==> config.mk <==
export PLATFORM = sky130hd
export DESIGN_NAME = jtpang_objdma
export DESIGN_NICKNAME = d
export VERILOG_FILES = /design/src/rtl/jtpang_objdma_pkg.sv /design/src/rtl/jtpang_objdma_edge.sv /design/src/rtl/jtpang_objdma.sv
export SDC_FILE = /design/constraint.sdc
export NUM_CORES = 1
export LEC_CHECK = 0
export CORE_ASPECT_RATIO = 1.4
export CORE_MARGIN = 1.5
export CORE_UTILIZATION = 25
export DETAILED_ROUTE_END_ITERATION = 16
export GPL_TIMING_DRIVEN = 1
export MAX_ROUTING_LAYER = met4
export PLACE_DENSITY = 0.51
export SYNTH_ARGS = -nofsm -noshare
export SYNTH_HDL_FRONTEND = slang
export SYNTH_SLANG_ARGS = --single-unit
==> constraint.sdc <==
create_clock -name clk -period 4.7 [get_ports clk]
set_clock_uncertainty 0.2 [all_clocks]
set_input_delay 0.47 -clock clk [delete_from_list [all_inputs] [get_ports clk]]
set_output_delay 0.47 -clock clk [all_outputs]
set_load 0.01 [all_outputs]
==> src/rtl/jtpang_objdma_pkg.sv <==
// rtl/jtpang_objdma_pkg.sv - shared types and constants for the object DMA engine
package jtpang_objdma_pkg;

    typedef enum logic [2:0] {
        ST_IDLE,
        ST_REQ,
        ST_READ,
        ST_WRITE,
        ST_DONE
    } state_t;

    // Wide enough for read latencies 1..7
    localparam int CNT_W = 3;

endpackage

==> src/rtl/jtpang_objdma_edge.sv <==
// rtl/jtpang_objdma_edge.sv - rising-edge detector with a single-deep pending latch
module jtpang_objdma_edge (
    input  logic clk,
    input  logic rst,
    input  logic sig_i,
    input  logic hold_i,
    input  logic clr_i,
    output logic rise_o,
    output logic pending_o
);

    logic sig_q;
    logic pend_q;
    logic pend_d;

    assign rise_o    = sig_i & ~sig_q;
    assign pending_o = pend_q;

    // Clear wins so an edge landing on the consuming cycle is left to the owner
    always_comb begin
        pend_d = pend_q;
        if (clr_i) begin
            pend_d = 1'b0;
        end else if (rise_o && hold_i) begin
            pend_d = 1'b1;
        end
    end

    always_ff @(posedge clk or posedge rst) begin
        if (rst) begin
            sig_q  <= 1'b0;
            pend_q <= 1'b0;
        end else begin
            sig_q  <= sig_i;
            pend_q <= pend_d;
        end
    end

endmodule

==> src/rtl/jtpang_objdma.sv <==
// rtl/jtpang_objdma.sv - object table DMA into the object line double buffer
// Optional running checksum of the last completed copy: JTPANG_OBJDMA_CHKSUM_EN
module jtpang_objdma
    import jtpang_objdma_pkg::*;
#(
    parameter int             AW     = 9,
    parameter int             RD_LAT = 2,
    parameter logic [AW-1:0]  BASE   = '0
) (
    input  logic          clk,
    input  logic          rst,
    input  logic          cen,
    input  logic          dma_go,
    input  logic          busak_n,
    output logic          busrq_n,
    output logic [AW-1:0] ram_addr,
    input  logic [7:0]    ram_dout,
    output logic [AW-1:0] obj_addr,
    output logic [7:0]    obj_din,
    output logic          obj_we,
    output logic          obj_bank,
    output logic          busy,
    output logic [7:0]    chksum
);

    localparam logic [AW-1:0]    LAST   = '1;
    localparam logic [CNT_W-1:0] LAT_M1 = CNT_W'(RD_LAT - 1);

    state_t           state_q, state_d;
    logic [AW-1:0]    idx_q, idx_d;
    logic [CNT_W-1:0] cnt_q, cnt_d;
    logic             busrq_n_q, busrq_n_d;
    logic             we_q, we_d;
    logic [AW-1:0]    oaddr_q, oaddr_d;
    logic [7:0]       odin_q, odin_d;
    logic             bank_q, bank_d;
    logic             go_rise;
    logic             go_pend;
    logic             pend_clr;

    jtpang_objdma_edge u_go_edge (
        .clk       (clk),
        .rst       (rst),
        .sig_i     (dma_go),
        .hold_i    (state_q != ST_IDLE),
        .clr_i     (pend_clr),
        .rise_o    (go_rise),
        .pending_o (go_pend)
    );

    always_comb begin
        state_d   = state_q;
        idx_d     = idx_q;
        cnt_d     = cnt_q;
        we_d      = 1'b0;
        oaddr_d   = oaddr_q;
        odin_d    = odin_q;
        bank_d    = bank_q;
        pend_clr  = 1'b0;
        busrq_n_d = 1'b1;
        case (state_q)
            ST_IDLE: begin
                idx_d = '0;
                if (go_rise) state_d = ST_REQ;
            end
            ST_REQ: begin
                idx_d = '0;
                cnt_d = '0;
                if (cen && !busak_n) state_d = ST_READ;
            end
            ST_READ: begin
                // CPU taking the bus back abandons the copy; the shown half is untouched
                if (busak_n) begin
                    state_d  = ST_IDLE;
                    pend_clr = 1'b1;
                end else if (cnt_q == LAT_M1) begin
                    state_d = ST_WRITE;
                    we_d    = 1'b1;
                    oaddr_d = idx_q;
                    odin_d  = ram_dout;
                end else begin
                    cnt_d = cnt_q + CNT_W'(1);
                end
            end
            ST_WRITE: begin
                if (busak_n) begin
                    state_d  = ST_IDLE;
                    pend_clr = 1'b1;
                end else if (cen) begin
                    if (idx_q == LAST) begin
                        state_d = ST_DONE;
                    end else begin
                        idx_d   = idx_q + AW'(1);
                        cnt_d   = '0;
                        state_d = ST_READ;
                    end
                end
            end
            ST_DONE: begin
                bank_d   = ~bank_q;
                idx_d    = '0;
                pend_clr = 1'b1;
                state_d  = (go_pend || go_rise) ? ST_REQ : ST_IDLE;
            end
            default: state_d = ST_IDLE;
        endcase
        busrq_n_d = !((state_d == ST_REQ) || (state_d == ST_READ) || (state_d == ST_WRITE));
    end

    always_ff @(posedge clk or posedge rst) begin
        if (rst) begin
            state_q   <= ST_IDLE;
            idx_q     <= '0;
            cnt_q     <= '0;
            busrq_n_q <= 1'b1;
            we_q      <= 1'b0;
            oaddr_q   <= '0;
            odin_q    <= '0;
            bank_q    <= 1'b0;
        end else begin
            state_q   <= state_d;
            idx_q     <= idx_d;
            cnt_q     <= cnt_d;
            busrq_n_q <= busrq_n_d;
            we_q      <= we_d;
            oaddr_q   <= oaddr_d;
            odin_q    <= odin_d;
            bank_q    <= bank_d;
        end
    end

    assign busrq_n  = busrq_n_q;
    assign busy     = (state_q != ST_IDLE);
    assign ram_addr = BASE + idx_q;
    assign obj_addr = oaddr_q;
    assign obj_din  = odin_q;
    assign obj_we   = we_q;
    assign obj_bank = bank_q;

`ifdef JTPANG_OBJDMA_CHKSUM_EN
    logic [7:0] acc_q, acc_d;
    logic [7:0] chk_q, chk_d;

    // The accumulator already holds the final byte by the time DONE is reached
    always_comb begin
        acc_d = acc_q;
        chk_d = chk_q;
        if (state_q == ST_REQ) begin
            acc_d = '0;
        end else if (we_q) begin
            acc_d = acc_q + odin_q;
        end
        if (state_q == ST_DONE) chk_d = acc_q;
    end

    always_ff @(posedge clk or posedge rst) begin
        if (rst) begin
            acc_q <= '0;
            chk_q <= '0;
        end else begin
            acc_q <= acc_d;
            chk_q <= chk_d;
        end
    end

    assign chksum = chk_q;
`else
    assign chksum = 8'h00;
`endif

endmodule

==> results.yml <==
clocking:
  cts_made_buffers: 5
  clock-sinks: 37
  cts_tree: "done"
  clk_pin_slew_ns: 0.08
  clockRootBuffer: "clkbuf_8"
  hold_buffers: 0
  htree_num_levels: 2
  clockBufferDepth: 2
  cts_resized: 0
  post_cts_buffers: 0
  clock_latency_ns: 0.29
finish:
  fillers: 701
  multi_input_comb_area_sq_um: 750.7
  syn_to_final_growth_pct: 32.18
  regArea_sq_um: 927.1
  antenna_cells: 0
  fin_nets: 207
  final_layout_size_suffix_gt1_share_pct: 16.75
sta:
  setup_slack_ns: 2.167
  rsz0062_at_grt: "false"
  finalCritPeriodShare_pct: 53.89
  worst_slew_pin_slew_ns: 0.5705
  setup_viol: 0
  maxSlewHeadroom_pct: 61.43
  fin_tns_setup_ns: 0
  finalHoldViolations: 0
  slew_viol_final: 0
  fmax_ghz: 0.3948
  post-route-min-period_ns: 2.533
routing:
  vias_per_cell: 4.371
  drt-initial-drc-count: 60
  first_pass_iters: 4
  highest_layer: "met4"
  drt_wl_total_microns: 3775
  wl_met1_microns: 1713
  drc: 0
  vias: 1250
  antenna_left: 0
  routedWlPerCell_microns: 13.20
  met2_length_microns: 1876
  wl_met3_microns: 134
synthesis:
  ys_types: 40
  postSynthCellCount: 146
  async_flop_share_pct: 100.0
  yosysTopAreaCell: "dfrtp_1"
  ys_top_cells_by_area: "dfrtp_1 51%, mux2_2 11%, buf_4 3.4%"
  synth_flop_cell: "dfrtp_1"
  avgSynthCellArea_sq_um: 12.09
  synth_edf_count: 0
  yosys_warnings: 0
  synth_top_area_share_pct: 51.03
  seq_area_frac_synth_pct: 52.52
  syn_area_sq_um: 1765
  synth-seq-cells: 37
floorplan:
  die_area_sq_um: 7582
  initial_core_util_pct: 25.62
  die_h_microns: 102.4
  rows: 36
  io_pins: 51
  die_w_microns: 74.02
  core_sq_um: 6892
critical_path:
  max_stage_delay_ns: 0.50
  crit_chain: "ha_1 > nand2_1 > nor3_1 > ha_1 > nand4bb_4 > a21o_4 > or4_1 > a21oi_1"
  timing.critical_path.buf_inv: 0
  crit_path_end_kind: "flop"
  worstPathRequired_ns: 4.71
  path_class: "reg -> reg"
  crit_fanout: 7
  cp.arrival_ns: 2.54
  crit_slowest_cell: "or4_1"
  cpLargestDelayFamily: "simple AND/OR/NAND/NOR gates"
  crit_top_cell: "ha_1"
  start_kind: "flop"
run:
  maxCapViolations: 0
pwr:
  pwr-share-clk_pct: 25.7
  pwr-share-comb_pct: 27.0
  max-vdd-ir-drop_mv: 0.1789
  p_leak_uw: 0.0009964
  power_density_nw_per_um2: 382.9
  internal-power_uw: 631.4
  power.switching_uw: 262.0
  seq_power_share_pct: 47.3
  swShare_pct: 29.33
global_routing:
  grt_start_max_net_pins: 38
  grt_pass1_wl_microns: 6327
  grt_pass1_vias: 1272
  antenna_found_initial: 0
  grt_overflow_total: 0
  grtUsageTotal_pct: 11.29
outcome:
  status: "finished, final reports clean"
placement:
  place_congestion: 0.7134
  dpl.hpwl_microns: 2598
  port_buffers: 42
  dp_slack_ns: 2.158
worst_hold_path:
  hp-class: "reg -> reg"
## power by group through the flow
stage	combinational (uW)	sequential [uW]	clock [uW]
2_1_floorplan	143	422	0
3_3_place_gp	243	428	0
3_5_place_dp	244	428	0
4_1_cts	245	422	240
5_1_grt	262	434	252
6_report	241	423	230
## kinds of logic (layout without fill, tap and decap cells)
kind of cell / Yosys count / count (layout) / synth area share [%]
XOR/XNOR: 5 / 5 / 2.480
buffers and inverters: 18 / 56 / 6.449
flip-flops: 37 / 37 / 52.52
AND/OR/NAND/NOR: 41 / 41 / 14.53
AO/OA/AOI/OAI: 21 / 21 / 8.930
other: 1 / 8 / 0.2124
adder cells (fa/ha/maj): 4 / 4 / 2.835
multiplexers: 19 / 19 / 12.05
## per-layer routing
| metal | GRT usage, % | up-vias |
|---|---|---|
| li1 | - | 591 |
| met1 | 14.07 | 621 |
| met2 | 17.99 | 33 |
| met3 | 2.663 | 5 |
| met4 | 3.419 | 0 |
| met5 | - | - |
## sequential cells by signal, indices dropped and copies added (netlist names)
register	flops
obj_we	1
idx_q	9
busrq_n	1
obj_addr	9
u_go_edge.pending_o	1
obj_bank	1
cnt_q	3
state_q	3
obj_din	8
u_go_edge.sig_q	1
## cells in the final DEF, fill, tap and decap left out, types with 2 or more instances in the layout
cell,count
or3_1,3
clkdlybuf4s50_1,42
nor3_1,3
clkbuf_8,6
nor2b_1,2
clkbuf_1,2
xnor2_1,5
nand2_1,6
a22o_1,2
nor2_1,6
nor4_1,2
dfrtp_1,36
mux2_2,18
inv_1,5
o31ai_1,2
nand3_1,4
a211oi_1,4
nand2b_1,4
a31oi_1,3
a21oi_1,4
ha_1,4
conb_1,8
or4_1,2
a2111oi_0,2
## stage by stage
step	power (uW)	hold WS [ns]	utilization [%]	cell area, sq um	instances
finish	893.5	0.2795	33.86	2333	286
global route	947.6	0.3135	33.86	2333	286
CTS	907.2	0.2846	33.86	2333	286
detailed placement	672.1	0.2703	32.55	2243	278
global placement	670.2	0.2711	32.55	2243	278
floorplan	564.4	0.2510	-	1792	153
## cells in the mapped netlist (all sizes together), types with 3 or more instances
cell,count
nand2,7
or3,3
nand3,4
buf,11
nor2,6
inv,5
nand2b,4
a211oi,4
xnor2,5
mux2,18
dfrtp,36
a21oi,4
a31oi,3
ha,4
nor3,4
## cell type report
cell class                 count  area share, %
timing repair buffer          43          18.34
inverter                       5         0.8043
clock buffer                   8          3.861
multi-input combinational     98          32.17
sequential                    37          39.73
tap                           95          5.094
## path summary, 6_finish.rpt
check	from	end	cells after the start	slack, ns
min in group asynchronous	rst	obj_din[5]$_DFFE_PP0P_	3	0.40
setup reg to reg	idx_q[0]$_DFFE_PP0P_	idx_q[6]$_DFFE_PP0P_	8	2.17
max in group asynchronous	rst	busrq_n$_DFF_PP1_	3	3.53
hold / removal	obj_bank$_DFFE_PP0N_	obj_bank$_DFFE_PP0N_	1	0.28
setup / recovery	idx_q[0]$_DFFE_PP0P_	idx_q[6]$_DFFE_PP0P_	8	2.17
hold reg to reg	obj_bank$_DFFE_PP0N_	obj_bank$_DFFE_PP0N_	1	0.28
(Power assumes the default switching activity.)
